<file path="src/rtl/ctrl_pipe.sv">
`default_nettype none
// ============================================================================
//  Module      : ctrl_pipe
//  Description : Control-word pipeline (ID/EX, EX/MEM, MEM/WB) with valid
//                gating, one-cycle load-use bubble, branch/jump flush and a
//                saturating stall-event counter.
//  Revision    : 1.0  initial release
// ============================================================================
module ctrl_pipe #(
    parameter int REG_AW = 4,
    parameter int CNT_W  = 16
) (
    input  logic              clk,
    input  logic              rst,
    input  logic              id_valid,
    input  logic              id_regwrt,
    input  logic              id_memrd,
    input  logic              id_memwrt,
    input  logic              id_loadbyte,
    input  logic              id_readbyte,
    input  logic              id_regswp,
    input  logic [1:0]        id_alusel,
    input  logic [1:0]        id_aluop,
    input  logic [1:0]        id_regsrc,
    input  logic              id_branch,
    input  logic [REG_AW-1:0] id_rs,
    input  logic [REG_AW-1:0] id_rt,
    input  logic [REG_AW-1:0] id_rd,
    input  logic              flush,
    output logic              stall,
    output logic              ex_valid,
    output logic [1:0]        ex_alusel,
    output logic [1:0]        ex_aluop,
    output logic              ex_regswp,
    output logic              mem_valid,
    output logic              mem_rd_en,
    output logic              mem_wr_en,
    output logic              mem_byte,
    output logic              wb_valid,
    output logic              wb_we,
    output logic [1:0]        wb_regsrc,
    output logic              wb_loadbyte,
    output logic [REG_AW-1:0] wb_rd,
    output logic [CNT_W-1:0]  stall_cnt
);

    localparam logic [CNT_W-1:0] c_CNT_MAX = '1;
    localparam logic [CNT_W-1:0] c_CNT_ONE = {{(CNT_W-1){1'b0}}, 1'b1};

    // ID/EX stage
    logic              ex_valid_q,    ex_valid_d;
    logic              ex_regwrt_q,   ex_regwrt_d;
    logic              ex_memrd_q,    ex_memrd_d;
    logic              ex_memwrt_q,   ex_memwrt_d;
    logic              ex_loadbyte_q, ex_loadbyte_d;
    logic              ex_readbyte_q, ex_readbyte_d;
    logic              ex_regswp_q,   ex_regswp_d;
    logic [1:0]        ex_alusel_q,   ex_alusel_d;
    logic [1:0]        ex_aluop_q,    ex_aluop_d;
    logic [1:0]        ex_regsrc_q,   ex_regsrc_d;
    logic [REG_AW-1:0] ex_rd_q,       ex_rd_d;

    // EX/MEM stage
    logic              mem_valid_q;
    logic              mem_regwrt_q;
    logic              mem_memrd_q;
    logic              mem_memwrt_q;
    logic              mem_loadbyte_q;
    logic              mem_readbyte_q;
    logic [1:0]        mem_regsrc_q;
    logic [REG_AW-1:0] mem_rd_q;

    // MEM/WB stage
    logic              wb_valid_q;
    logic              wb_regwrt_q;
    logic [1:0]        wb_regsrc_q;
    logic              wb_loadbyte_q;
    logic [REG_AW-1:0] wb_rd_q;

    logic              haz;
    logic              id_take;
    logic              id_live;
    logic [CNT_W-1:0]  stall_cnt_q, stall_cnt_d;

    // Load-use detection; flush kills the ID instruction so it suppresses the stall
    always_comb begin
        haz     = id_valid & ex_valid_q & ex_memrd_q & ex_regwrt_q &
                  ((ex_rd_q == id_rs) | (ex_rd_q == id_rt));
        stall   = haz & ~flush;
        id_take = id_valid & ~flush & ~haz;
        // Branches advance as valid slots but never carry write/memory enables
        id_live = id_take & ~id_branch;
    end

    // ID/EX next state: bubbles capture all-zero so no X leaks into enables
    always_comb begin
        ex_valid_d    = id_take;
        ex_regwrt_d   = id_live & id_regwrt;
        ex_memrd_d    = id_live & id_memrd;
        ex_memwrt_d   = id_live & id_memwrt;
        ex_regswp_d   = id_live & id_regswp;
        ex_loadbyte_d = 1'b0;
        ex_readbyte_d = 1'b0;
        ex_alusel_d   = 2'b00;
        ex_aluop_d    = 2'b00;
        ex_regsrc_d   = 2'b00;
        ex_rd_d       = '0;
        if (id_take) begin
            ex_loadbyte_d = id_loadbyte;
            ex_readbyte_d = id_readbyte;
            ex_alusel_d   = id_alusel;
            ex_aluop_d    = id_aluop;
            ex_regsrc_d   = id_regsrc;
            ex_rd_d       = id_rd;
        end
    end

    // Saturating stall-event counter next state
    always_comb begin
        stall_cnt_d = stall_cnt_q;
        if (stall && (stall_cnt_q != c_CNT_MAX)) begin
            stall_cnt_d = stall_cnt_q + c_CNT_ONE;
        end
    end

    // Pipeline registers: every stage reloads each cycle; reset empties all slots
    always_ff @(posedge clk) begin
        if (rst) begin
            ex_valid_q     <= 1'b0;
            ex_regwrt_q    <= 1'b0;
            ex_memrd_q     <= 1'b0;
            ex_memwrt_q    <= 1'b0;
            ex_loadbyte_q  <= 1'b0;
            ex_readbyte_q  <= 1'b0;
            ex_regswp_q    <= 1'b0;
            ex_alusel_q    <= 2'b00;
            ex_aluop_q     <= 2'b00;
            ex_regsrc_q    <= 2'b00;
            ex_rd_q        <= '0;
            mem_valid_q    <= 1'b0;
            mem_regwrt_q   <= 1'b0;
            mem_memrd_q    <= 1'b0;
            mem_memwrt_q   <= 1'b0;
            mem_loadbyte_q <= 1'b0;
            mem_readbyte_q <= 1'b0;
            mem_regsrc_q   <= 2'b00;
            mem_rd_q       <= '0;
            wb_valid_q     <= 1'b0;
            wb_regwrt_q    <= 1'b0;
            wb_regsrc_q    <= 2'b00;
            wb_loadbyte_q  <= 1'b0;
            wb_rd_q        <= '0;
        end else begin
            ex_valid_q     <= ex_valid_d;
            ex_regwrt_q    <= ex_regwrt_d;
            ex_memrd_q     <= ex_memrd_d;
            ex_memwrt_q    <= ex_memwrt_d;
            ex_loadbyte_q  <= ex_loadbyte_d;
            ex_readbyte_q  <= ex_readbyte_d;
            ex_regswp_q    <= ex_regswp_d;
            ex_alusel_q    <= ex_alusel_d;
            ex_aluop_q     <= ex_aluop_d;
            ex_regsrc_q    <= ex_regsrc_d;
            ex_rd_q        <= ex_rd_d;
            mem_valid_q    <= ex_valid_q;
            mem_regwrt_q   <= ex_regwrt_q;
            mem_memrd_q    <= ex_memrd_q;
            mem_memwrt_q   <= ex_memwrt_q;
            mem_loadbyte_q <= ex_loadbyte_q;
            mem_readbyte_q <= ex_readbyte_q;
            mem_regsrc_q   <= ex_regsrc_q;
            mem_rd_q       <= ex_rd_q;
            wb_valid_q     <= mem_valid_q;
            wb_regwrt_q    <= mem_regwrt_q;
            wb_regsrc_q    <= mem_regsrc_q;
            wb_loadbyte_q  <= mem_loadbyte_q;
            wb_rd_q        <= mem_rd_q;
        end
    end

    // Stall counter register
    always_ff @(posedge clk) begin
        if (rst) begin
            stall_cnt_q <= '0;
        end else begin
            stall_cnt_q <= stall_cnt_d;
        end
    end

    // Output gating: every enable is qualified by its stage valid
    always_comb begin
        ex_valid    = ex_valid_q;
        ex_alusel   = ex_valid_q ? ex_alusel_q : 2'b00;
        ex_aluop    = ex_valid_q ? ex_aluop_q  : 2'b00;
        ex_regswp   = ex_valid_q & ex_regswp_q;
        mem_valid   = mem_valid_q;
        mem_rd_en   = mem_valid_q & mem_memrd_q;
        mem_wr_en   = mem_valid_q & mem_memwrt_q;
        mem_byte    = mem_valid_q & mem_readbyte_q;
        wb_valid    = wb_valid_q;
        wb_we       = wb_valid_q & wb_regwrt_q;
        wb_regsrc   = wb_valid_q ? wb_regsrc_q : 2'b00;
        wb_loadbyte = wb_valid_q & wb_loadbyte_q;
        wb_rd       = wb_valid_q ? wb_rd_q : '0;
        stall_cnt   = stall_cnt_q;
    end

endmodule
`default_nettype wire

</file>
<file path="config.mk">
export PLATFORM = sky130hd
export DESIGN_NAME = ctrl_pipe
export DESIGN_NICKNAME = d
export VERILOG_FILES = /design/src/rtl/ctrl_pipe.sv
export SDC_FILE = /design/constraint.sdc
export NUM_CORES = 1
export LEC_CHECK = 0
export BUFFER_PORTS_ARGS = -buffer_cell sky130_fd_sc_hd__clkbuf_2
export CAP_MARGIN = 0
export CELL_PAD_IN_SITES_DETAIL_PLACEMENT = 0
export CELL_PAD_IN_SITES_GLOBAL_PLACEMENT = 2
export CORE_MARGIN = 10
export CORE_UTILIZATION = 27
export DETAILED_ROUTE_END_ITERATION = 10
export GPL_TIMING_DRIVEN = 1
export PLACE_DENSITY = 0.78
export REMOVE_ABC_BUFFERS = 1
export SYNTH_ARGS = -nofsm -noshare
export SYNTH_HDL_FRONTEND = slang
export SYNTH_SLANG_ARGS = --single-unit
</file>
<file path="constraint.sdc">
create_clock -name clk -period 1.9 [get_ports clk]
set_clock_uncertainty 0.1 [all_clocks]
set_input_delay 0.095 -clock clk [delete_from_list [all_inputs] [get_ports clk]]
set_output_delay 0.095 -clock clk [all_outputs]
set_load 0.01 [all_outputs]
</file>
==> qor.csv <==
metric,value,unit
Fin. Hold Viols,0,
status,"finished, violations left",
worst skew pair latency,0.30,ns
chip width,109,um
Clock Path Buffers,2,
# diodes,0,
kind of critical path,reg -> reg,
"Reg clk slew, reported paths",0.09,ns
GR Overflow Total,0,
total chip power,1.93,mW
Ys Warns,0,
total number of vias,1830,
H-tree depth,2,
CTS buffer count,5,
sequential fraction of the synthesis area,50.5,%
relative slew slack,69.2,%
final core utilization,42.7,%
total of max-cap violations,0,
fill count,778,
Mapped Cells,215,
clock sink total,54,
#FFs+latches synth,54,
post-route ant nets,0,
Register Area,0.00110,mm^2
gr busiest metal,met2,
Die Y,109,um
Slew @ Worst Pin,0.461,ns
Starting Density,27.7,%
global routing usage on met1,11.1,%
Routed WL,5720,um
VDD IR max,0.379,mV
period utilization,103,%
hold path depth,2,
"commonest non-fill, non-tap cell in the layout",clkbuf_2,
Layout Area Growth over Synthesis,53.9,%
core region area,0.00773,mm^2
Die ar.,0.0119,mm^2
area of placed instances,0.00276,mm^2
post-synthesis cell type count,33,
pre-CTS setup slack,-0.130,ns
Netlist Area Pre-Place,0.00214,mm^2
Detail Placement HPWL,4240,um
FF-to-FF path depth,7,
I/O Buffers,64,
Root Driver,clkbuf_8,
Leak,1.43,nW
power per cell area,584,mW/mm^2
Final Critical Period,1.97,ns
DR iter-0 viols,52,
"Slew Viols, Final",0,
peak fanout along the critical path,6,
failing checks,negative setup slack,
GR Layer Usage met2,15.9,%
share of cells above drive strength 1,44.0,%
routability cong.,0.850,
pin count of the biggest net entering global routing,18,
vias per inst,4.27,
RSZ-0062 raised after global routing,yes,
final instance area,0.00330,mm^2
WL/cell,13.3,um
TNS Setup,-0.124,ns
worst min path class,in -> reg,
TritonCTS clock tree,yes,
synthesized area per cell,9.96,um^2
Max Clk Rate,509,MHz
Setup WS post-layout,-0.0656,ns
GR Util met3,3.24,%
global-route wire length before repair,9140,um
CP arrival,2.11,ns
initial antenna violation count,0,
Critical Path Start Type,flip-flop,
num ports,65,
Final setup viols,4,
Setup crit end kind,flip-flop,
required time worst endpoint,2.05,ns
fin nets,357,
most frequent cells in the layout,"clkbuf_2, dfxtp_1, nor2b_1",
Pre-antenna DRT Iters,4,
Post-route DRC,0,
vias in the first global route,1859,
Overall Global Routing Usage,9.74,%
site row count,32,
Multi-input gate area,0.00120,mm^2
routing by layer:
metal | share of wire (%) | up-vias | wire [um]
met5 | 0 | - | 0
met4 | 1.9 | 0 | 106
met3 | 7.5 | 8 | 431
met2 | 49 | 46 | 2770
met1 | 42 | 839 | 2400
li1 | - | 937 | -
registers in the layout (all words and copies together), names as in the netlist, 2 cells and up:
| register | cells |
|---|---|
| stall_cnt | 16 |
| ex_rd_q | 4 |
| mem_rd_q | 4 |
| wb_rd_q | 4 |
| ex_aluop_q | 2 |
| ex_alusel_q | 2 |
| ex_regsrc_q | 2 |
| mem_regsrc_q | 2 |
| wb_regsrc_q | 2 |
kinds of logic (layout without fill, tap and decap cells):
family / count (synthesis) / count (layout) / share of synthesized area [%]
fa+ha+maj: 1 / 1 / 0.584
xor+xnor: 9 / 9 / 3.68
buf+inv: 10 / 122 / 2.51
simple gates: 114 / 114 / 33.4
compound gates: 20 / 20 / 5.78
flops: 54 / 54 / 50.5
mux: 7 / 7 / 3.56
area by class of cell:
class	count	share of cell area (%)
Clock buffer	5	2.09
Timing Repair Buffer	114	23.6
Multi-Input combinational cell	151	36.5
Tap cell	102	3.87
Inverter	1	0.114
Clock inverter	2	0.455
Sequential cell	54	33.3
metrics by stage:
step,hold slack [ns],instances
2_1_floorplan,0.0641,206
3_3_place_gp,0.194,399
3_5_place_dp,0.197,399
4_1_cts,0.0819,428
5_1_grt,0.107,429
6_report,0.0757,429
synthesized netlist by cell type, drive strengths merged:
cell type	instances	share of area, %
and4	3	1.2
and3	2	0.58
or3	6	1.8
a21oi	6	1.4
nor4	5	2.9
o21ai	8	1.9
mux2i	2	0.93
nand2	11	1.9
and3b	4	1.6
o21bai	1	0.35
nand4	2	0.58
xor2	9	3.7
mux2	5	2.6
nand2b	1	0.29
o221ai	1	0.70
o21a	1	0.35
nand3	7	1.6
and2	30	8.8
a41oi	1	0.41
nor2	8	1.4
ha	1	0.58
buf	3	1.3
nor3b	1	0.88
or4	2	0.70
o2111ai	1	0.41
nor3	3	0.70
nor2b	29	8.5
a31oi	1	0.29
dfxtp	54	50
clkbuf	6	1.1
inv	1	0.18
worst paths after layout:
check	startpoint	end	slack, ns
worst min-delay path	rst	stall_cnt[8]	0.08
worst min register to register	mem_regsrc_q[1]	wb_regsrc_q[1]	0.34
worst max register to register	ex_rd_q[1]	stall_cnt[14]	-0.07
worst max-delay path	ex_rd_q[1]	stall_cnt[14]	-0.07
worst max-delay path, stage by stage, from the launching register on:
cell      delay (ns)
dfxtp_4         0.38
xor2_4          0.15
nor4_4          0.33
o221ai_2        0.17
buf_6           0.16
buf_6           0.12
or3_4           0.36
a21oi_2         0.14
power breakdown:
group	internal, mW	switching (mW)	leakage [nW]
sequential	1.14	0.00848	0.440
clock	0.252	0.367	0.0362
combinational	0.0890	0.0682	0.954
total	1.48	0.444	1.43
what timing repair did:
action	in CTS	in global routing
hold buffers	17	0
pin swaps	12	24
cloned	1	1
hold endpoints to repair	16	0
gates resized for setup	12	35
buffers inserted	4	1
endpoints found under the setup margin	12	32
Power figures use the tool's default switching activity.
